<file path="config.mk">
export PLATFORM = sky130hd
export DESIGN_NAME = fifo_wr_arbiter
export DESIGN_NICKNAME = d
export VERILOG_FILES = /design/src/rtl/fifo_wr_arbiter_pkg.sv /design/src/rtl/fifo_wr_arbiter_rr_pick.sv /design/src/rtl/fifo_wr_arbiter.sv
export SDC_FILE = /design/constraint.sdc
export NUM_CORES = 1
export LEC_CHECK = 0
export CORE_ASPECT_RATIO = 1.1
export CORE_MARGIN = 2
export CORE_UTILIZATION = 33
export DETAILED_ROUTE_END_ITERATION = 8
export GPL_TIMING_DRIVEN = 0
export PLACE_DENSITY = 0.76
export SLEW_MARGIN = 40
export SYNTH_ARGS = -nofsm -noshare
export SYNTH_HDL_FRONTEND = slang
export SYNTH_SLANG_ARGS = --single-unit
</file>
<file path="constraint.sdc">
create_clock -name clk -period 1.9 [get_ports clk]
set_input_delay 0.57 -clock clk [delete_from_list [all_inputs] [get_ports clk]]
set_output_delay 0.57 -clock clk [all_outputs]
set_load 0.01 [all_outputs]
</file>
<file path="src/rtl/fifo_wr_arbiter_pkg.sv">
// Shared types and width helpers for the FIFO write-port arbiter and its round-robin picker.
package fifo_arb_pkg;

   typedef enum logic {
      IDLE  = 1'b0,
      GRANT = 1'b1
   } arb_state_e;

   // Index widths are clamped to one bit so a degenerate count still yields a legal vector.
   function automatic int grant_width(input int n_req);
      return (n_req > 1) ? $clog2(n_req) : 1;
   endfunction

   function automatic int beat_width(input int burst);
      return (burst > 1) ? $clog2(burst) : 1;
   endfunction

endpackage

</file>
<file path="src/rtl/fifo_wr_arbiter_rr_pick.sv">
// Combinational round-robin priority encoder: first set request at or above ptr, wrapping.
module rr_pick #(
   parameter int N = 4,
   parameter int W = 2
) (
   input  logic [N-1:0] req,
   input  logic [W-1:0] ptr,
   output logic         found,
   output logic [W-1:0] index
);

   logic [W-1:0] cand;

   // Walk offsets from farthest to nearest so the nearest set bit is the last one written.
   always_comb begin
      found = 1'b0;
      index = '0;
      cand  = '0;
      for (int i = N - 1; i >= 0; i--) begin
         cand = W'((int'(ptr) + i) % N);
         if (req[cand]) begin
            found = 1'b1;
            index = cand;
         end
      end
   end

endmodule

</file>
<file path="src/rtl/fifo_wr_arbiter.sv">
// Round-robin burst arbiter sharing the syn_fifo write port among N_REQ valid/ready producers.
// Optional FIFO_WR_ARBITER_PRIO0_EN makes requester 0 high priority with preemption.
module fifo_wr_arbiter
   import fifo_arb_pkg::*;
#(
   parameter int N_REQ  = 4,
   parameter int DATA_W = 8,
   parameter int BURST  = 4
) (
   input  logic                          clk,
   input  logic                          reset,
   input  logic [N_REQ-1:0]              req_valid,
   input  logic [N_REQ*DATA_W-1:0]       req_data,
   output logic [N_REQ-1:0]              req_ready,
   input  logic                          fifo_full,
   output logic                          fifo_write_en,
   output logic [DATA_W-1:0]             fifo_data_in,
   output logic [grant_width(N_REQ)-1:0] grant_id,
   output logic                          busy
);

   localparam int GW = grant_width(N_REQ);
   localparam int BW = beat_width(BURST);
   localparam logic [GW-1:0] LAST_ID   = GW'(N_REQ - 1);
   localparam logic [BW-1:0] LAST_BEAT = BW'(BURST - 1);

   arb_state_e    state_q, state_d;
   logic [GW-1:0] grant_id_q, grant_id_d;
   logic [GW-1:0] rr_ptr_q, rr_ptr_d;
   logic [BW-1:0] beat_cnt_q, beat_cnt_d;

   logic          pick_found;
   logic [GW-1:0] pick_idx;
   logic          grant_valid;
   logic          beat_acc;
   logic          last_beat;

   rr_pick #(
      .N (N_REQ),
      .W (GW)
   ) u_rr_pick (
      .req   (req_valid),
      .ptr   (rr_ptr_q),
      .found (pick_found),
      .index (pick_idx)
   );

   always_comb begin
      req_ready    = '0;
      fifo_data_in = '0;
      grant_valid  = 1'b0;
      for (int i = 0; i < N_REQ; i++) begin
         if (grant_id_q == GW'(i)) begin
            grant_valid = req_valid[i];
            if (state_q == GRANT) begin
               req_ready[i] = !fifo_full;
               fifo_data_in = req_data[i*DATA_W +: DATA_W];
            end
         end
      end
      beat_acc  = (state_q == GRANT) && grant_valid && !fifo_full;
      last_beat = beat_acc && (beat_cnt_q == LAST_BEAT);
   end

   assign fifo_write_en = beat_acc;
   assign busy          = (state_q == GRANT);
   assign grant_id      = grant_id_q;

   // A dropped valid releases even under back-pressure; that partial burst still advances rr_ptr.
   always_comb begin
      state_d    = state_q;
      grant_id_d = grant_id_q;
      rr_ptr_d   = rr_ptr_q;
      beat_cnt_d = beat_cnt_q;
      if (state_q == IDLE) begin
`ifdef FIFO_WR_ARBITER_PRIO0_EN
         if (req_valid[0]) begin
            state_d    = GRANT;
            grant_id_d = '0;
            beat_cnt_d = '0;
         end else
`endif
         if (pick_found) begin
            state_d    = GRANT;
            grant_id_d = pick_idx;
            beat_cnt_d = '0;
         end
      end else begin
         if (beat_acc) begin
            beat_cnt_d = beat_cnt_q + 1'b1;
         end
         if (!grant_valid || last_beat) begin
            state_d    = IDLE;
            beat_cnt_d = '0;
            rr_ptr_d   = (grant_id_q == LAST_ID) ? '0 : grant_id_q + 1'b1;
         end
`ifdef FIFO_WR_ARBITER_PRIO0_EN
         else if ((grant_id_q != '0) && req_valid[0] && beat_acc) begin
            state_d    = IDLE;
            beat_cnt_d = '0;
         end
`endif
      end
   end

   always_ff @(posedge clk or negedge reset) begin
      if (!reset) begin
         state_q    <= IDLE;
         grant_id_q <= '0;
         rr_ptr_q   <= '0;
         beat_cnt_q <= '0;
      end else begin
         state_q    <= state_d;
         grant_id_q <= grant_id_d;
         rr_ptr_q   <= rr_ptr_d;
         beat_cnt_q <= beat_cnt_d;
      end
   end

endmodule

</file>
==> results.cfg, run 1 <==
[outcome]
outcome = finished, violations left
violations = setup timing

[sta]
setup_viol_count_final = 12
hold_viol_final = 0
setup_ws_ps = -597
min_period_ps = 2500
rsz0062_at_grt = yes
drv_slew = 0
worst_clock_skew_ps = 1.13
slew_headroom_pct = 64.9
fmax_ghz = 0.400
fin_crit_sh_pct = 131
tightest_slew_ps = 522

[synth]
yosys.cell_types.count = 33
synth.net_count = 158
ys_warn_count = 0
synth_area_sq_um = 877
synth.avg_cell_area_sq_um = 7.69
yosysSeqAreaShare_pct = 20.0
syn_inst = 114
ys_ff_latch = 7

[job]
maxCapViolCount = 0

[placed_design]
port_buffers = 54
post-dp-hpwl_um = 2290
place_congestion = 0.811
dp.cells = 199
post-place-ws_ps = -1040

[drt]
finalWirelength_um = 3380
final_antenna_net_count = 0
via_per_inst = 5.25
dr.pass1.iters = 4
num_vias = 1144
drc = 0
drtIter0Drc = 13
wl_per_cell_um = 15.5

[power]
clkPwrFrac_pct = 5.1
switching_share_pct = 41.7
p_per_area_nw_per_um2 = 1480
internal_power_mw = 1.52
power_leakage_nw = 0.719
power.total_mw = 2.60
p_comb_share_pct = 83.3
p_switching_mw = 1.09
irDropWorstVdd_uv = 1010
sequentialPowerShare_pct = 11.6

[clocking]
postCtsHoldBufs = 0
htree_levels = 1
clk_latency_ps = 250
cts.reportedPaths.clkPinSlew_ps = 50
cts_sinks = 7
clockBufferDepth = 2
root_buffer = clkbuf_4
cts_tree = yes
cts_inserted_buffers = 3

[finish]
drive_gt1_share_pct = 33.7
n_fill_cell = 223
nNetsFinal = 232
antenna_cells = 0
area_growth_pct = 101
layoutNonFillerInstCount = 218

[grt]
grt_overflow = 0
use_met2_pct = 42.9
grt_pass1_wl_um = 5300
antenna_found_initial = 0
use_met3_pct = 4.38
top_usage_layer = met2
grt_usage_pct = 22.6
grt_max_degree = 11
grt_pass1_vias = 1193
use_met1_pct = 24.7

[critical_path]
worstSetupStartpointType = flop
cp.required_ps = 1330
worstSetupPathType = reg -> out
cp-end-kind = primary output
cp_max_fo = 5
cp_data_arrival_time_ps = 1930

[die]
die_h_um = 58.1
fp.dieW_um = 53.2
start_util_pct = 34.8
boundaryPins = 55
fp-row-count = 19
dieArea_sq_um = 3090
core_sq_um = 2520

[worst_hold_path]
hold_path.class = in -> async
final timing paths:
| path | cells past startpoint | endpoint | slack (ps) | startpoint |
|---|---|---|---|---|
| worst max register to register | 8 | beat_cnt_q[1] | 110 | grant_id[0] |
| min in group clk | 2 | rr_ptr_q[0] | 580 | rr_ptr_q[0] |
| worst max-delay path | 8 | fifo_write_en | -600 | grant_id[0] |
| worst min register to register | 2 | rr_ptr_q[0] | 580 | rr_ptr_q[0] |
| max in group asynchronous | 1 | grant_id[0] | 1070 | reset |
| worst min-delay path | 1 | busy | 580 | reset |
power groups by stage:
stage	combinational, mW	clock [mW]	sequential, mW
floorplan	0.974	0	0.293
global placement	1.57	0	0.294
detailed placement	1.61	0	0.295
CTS	2.07	0.140	0.301
global route	2.36	0.147	0.318
finish	2.17	0.133	0.303
worst max-delay path: stages, from the launching register on:
cell and delay [ps]:
dfrtp_2 460, inv_4 100, ha_4 120, nor2b_4 170, buf_6 140, nand2_2 50
a221o_1 330, nor3b_2 160, buf_2 140
cell type report:
type	count	area [sq um]	area share, %
multi-input cells	96	768	43.6
repair buffers	69	643	36.5
flip-flops and latches	7	176	10.0
plain buffers	8	95.1	5.40
well taps	31	38.8	2.20
clock buffers	4	26.3	1.49
inverters	3	13.8	0.781
layout by cell type (no fill, tap or decap), drive strengths merged:
master          n
clkdlybuf4s50  40
buf            32
nand2          16
nor2b          14
and2           13
o31ai           9
clkbuf          9
a221oi          8
o21ai           7
dfrtp           7
ha              5
nand2b          4
a21oi           3
o22ai           3
inv             3
nor2            2
a211oi          1
a221o           1
nor3b           1
nor4            1
nand4bb         1
nand3b          1
nand4           1
o2bb2ai         1
nor3            1
a31o            1
o41ai           1
mux2            1
routing by layer:
layer	up-vias	wire [um]	share of wire [%]
li1	570	-	-
met1	519	1310	39
met2	52	1720	51
met3	3	325	9.6
met4	0	28	0.83
met5	-	0	0
state kept, by name, indices dropped and copies added (netlist names):
| signal | cells |
|---|---|
| busy | 1 |
| rr_ptr_q | 2 |
| beat_cnt_q | 2 |
| grant_id | 2 |
through the flow:
step / hold WS, ps / setup TNS, ps / util, % / area [sq um]
finish: 575 / -5500 / 69.9 / 1760
global route: 599 / -6770 / 69.9 / 1760
CTS: 572 / -5900 / 68.3 / 1720
detailed placement: 570 / -10490 / 58.5 / 1480
global placement: 555 / -9990 / 58.5 / 1480
floorplan: 274 / -910 / - / 896
timing repair:
item,4_1_cts,5_1_grt
cloned,3,0
endpoints found under the hold margin,0,0
buffers inserted,11,4
gates resized for setup,78,17
pin swaps,12,5
endpoints found under the setup margin,13,16
cells in the mapped netlist:
cell type	count	area, sq um
o2bb2ai_1	1	8.76
a211oi_1	1	7.51
buf_2	2	10.0
mux2_1	1	11.3
a221o_1	1	10.0
dfrtp_1	7	175
nand2_2	1	6.26
ha_1	5	62.6
nand2_1	15	56.3
o31ai_1	9	67.6
o41ai_1	1	8.76
buf_6	1	11.3
a31o_2	1	8.76
a21oi_1	3	15.0
nand4bb_1	1	11.3
clkbuf_1	4	15.0
nor3b_2	1	12.5
nor3_1	1	5.00
a221oi_1	8	70.1
o21ai_1	1	5.00
nor2_1	2	7.51
and2_2	1	7.51
nor2b_2	1	8.76
o21ai_0	6	30.0
nor4_2	1	12.5
nand4_1	1	6.26
nor2b_1	13	81.3
and2_1	12	75.1
buf_4	1	7.51
nand2b_1	4	25.0
o22ai_1	3	18.8
nand3b_1	1	7.51
inv_1	3	11.3
logic make-up (layout without fill, tap and decap cells):
family                   Yosys count  count (layout)  share of synthesized area [%]
flip-flops                         7               7                           20.0
AND/OR/NAND/NOR                   55              55                           36.8
buffers and inverters             11              84                           6.28
multiplexers                       1               1                           1.28
adder cells (fa/ha/maj)            5               5                           7.13
AO/OA/AOI/OAI                     35              35                           28.5
(Power assumes the default switching activity.)
==> run 2: changes to the inputs <==
ABC_AREA = 1   (was not set)
CORE_UTILIZATION = 35   (was 33)
PLACE_DENSITY = 0.77   (was 0.76)
SETUP_SLACK_MARGIN = 0.02   (was not set)
==> results.cfg, run 2 <==
[synth]
yosysSeqAreaShare_pct = 17.6
synth_area_leaders = nand2_1 26%, dfrtp_1 18%, ha_1 6.3%
synth_top_cell_by_area = nand2_1
ys_warn_count = 0
synth_ff_type = dfrtp_1
synth_area_sq_um = 997
yosys.cell_types.count = 25
synth_common_cells = 68 x nand2_1, 16 x nor2_1, 15 x inv_1
ys_ff_latch = 7
syn_inst = 173
synth.net_count = 217
yosysMostFrequentCell = nand2_1
synth_edf_count = 0
synth.avg_cell_area_sq_um = 5.76
synth_top_area_share_pct = 25.6
async_reset_ff_share_pct = 100

[finish]
nNetsFinal = 297
n_fill_cell = 228
final_common_cell = nand2_1
fin_area_sq_um = 1900
fin_util_pct = 69.7
multiInputGateArea_sq_um = 836
seq_area_sq_um = 178
layoutNonFillerInstCount = 285
mostFrequentLayoutCells = 61 x nand2_1, 36 x clkdlybuf4s50_1, 15 x nand2_2, 15 x buf_4, 13 x buf_2
drive_gt1_share_pct = 36.1
area_growth_pct = 90.6
antenna_cells = 0

[drt]
drc = 0
final_antenna_net_count = 0
finalWirelength_um = 3450
dr.pass1.iters = 4
num_vias = 1355
drtIter0Drc = 11
via_per_inst = 4.75
wl_per_cell_um = 12.1

[die]
fp-row-count = 20
boundaryPins = 55
fp.dieW_um = 54.9
start_util_pct = 36.6
die_h_um = 60.0
core_sq_um = 2730
dieArea_sq_um = 3290

[clocking]
htree_levels = 1
clockBufferDepth = 2
cts.reportedPaths.clkPinSlew_ps = 50
cts_inserted_buffers = 3
root_buffer = clkbuf_4
clk_latency_ps = 240
cts_tree = yes
cts_sinks = 7
postCtsHoldBufs = 0

[sta]
setup_viol_count_final = 11
rsz0062_at_grt = yes
drv_slew = 0
tightest_slew_ps = 289
tns_ps = -2540
setup_ws_ps = -313
slew_headroom_pct = 80.7
fmax_ghz = 0.452
worst_clock_skew_ps = 1.21
hold_slack_ps = 478
min_period_ps = 2210
fin_crit_sh_pct = 116
hold_viol_final = 0

[placed_design]
port_buffers = 54
place_congestion = 0.861
dpl_cell_area_sq_um = 1620
dp.cells = 260
post-place-ws_ps = -791
post-dp-hpwl_um = 2360

[critical_path]
worstSetupPathType = reg -> out
cp-end-kind = primary output
cp_max_fo = 8
cp_data_arrival_time_ps = 1640
startpoint = grant_id[0]
worstSetupStartpointType = flop
r2r-start = grant_id[0]
cp.required_ps = 1330
ff2ff_path_depth = 14

[grt]
antenna_found_initial = 0
grt_overflow = 0
grt_max_degree = 10
grt_pass1_vias = 1267
grt_pass1_wl_um = 5190
grt_usage_pct = 21.1

[power]
irDropWorstVdd_uv = 1160
power.total_mw = 2.92
p_per_area_nw_per_um2 = 1540
power_leakage_nw = 0.936

[job]
maxCapViolCount = 0

[worst_hold_path]
min_from = beat_cnt_q[1]
hold_depth = 2
hold_path.class = reg -> reg

[outcome]
outcome = finished, violations left
violations = setup timing
run 2: logic make-up after synthesis:
kind of cell	share of synthesized area, %
simple gates	49.9
buf+inv	11.8
compound gates	14.4
flops	17.6
fa+ha+maj	6.27
run 2: critical path, stage by stage, from the launching register on:
cell and delay, ps:
dfrtp_2 450, inv_4 70, ha_4 180, nor2_4 190, buf_4 140, o211ai_1 90, a31oi_2 130, buf_2 150
run 2: final timing paths:
kind	to	slack, ps
worst max-delay path	fifo_data_in[5]	-310
worst min-delay path	beat_cnt_q[1]	480
worst max register to register	rr_ptr_q[0]	200
worst min register to register	beat_cnt_q[1]	480
max in group asynchronous	grant_id[1]	1080
min in group asynchronous	beat_cnt_q[1]	580
run 2: power by group:
group / total, mW / leakage [nW] / switching (mW) / internal (mW)
clock network: 0.124 / 0.0150 / 0.0447 / 0.0795
registers: 0.300 / 0.0863 / 0.0855 / 0.214
logic: 2.50 / 0.834 / 1.32 / 1.18
total: 2.92 / 0.936 / 1.45 / 1.47
run 2: area by class of cell:
type,instances,area share (%)
Tap cell,33,2.17
Multi-Input combinational cell,141,44.0
Sequential cell,7,9.35
Timing Repair Buffer,75,35.0
Inverter,20,4.87
Clock buffer,4,1.38
Buffer,5,3.29
run 2: routing by layer:
metal	global-route usage, %	up-vias	share of wire [%]
met5	0	-	0
met4	4.88	0	0.87
met3	5.50	4	12
met2	41.5	54	50
met1	21.2	584	37
li1	-	713	-
run 2: repair_timing:
item,CTS,global route
setup buffers,17,2
pin swaps,20,15
gates cloned,3,0
resized for setup,92,10
endpoints found under the setup margin,13,14
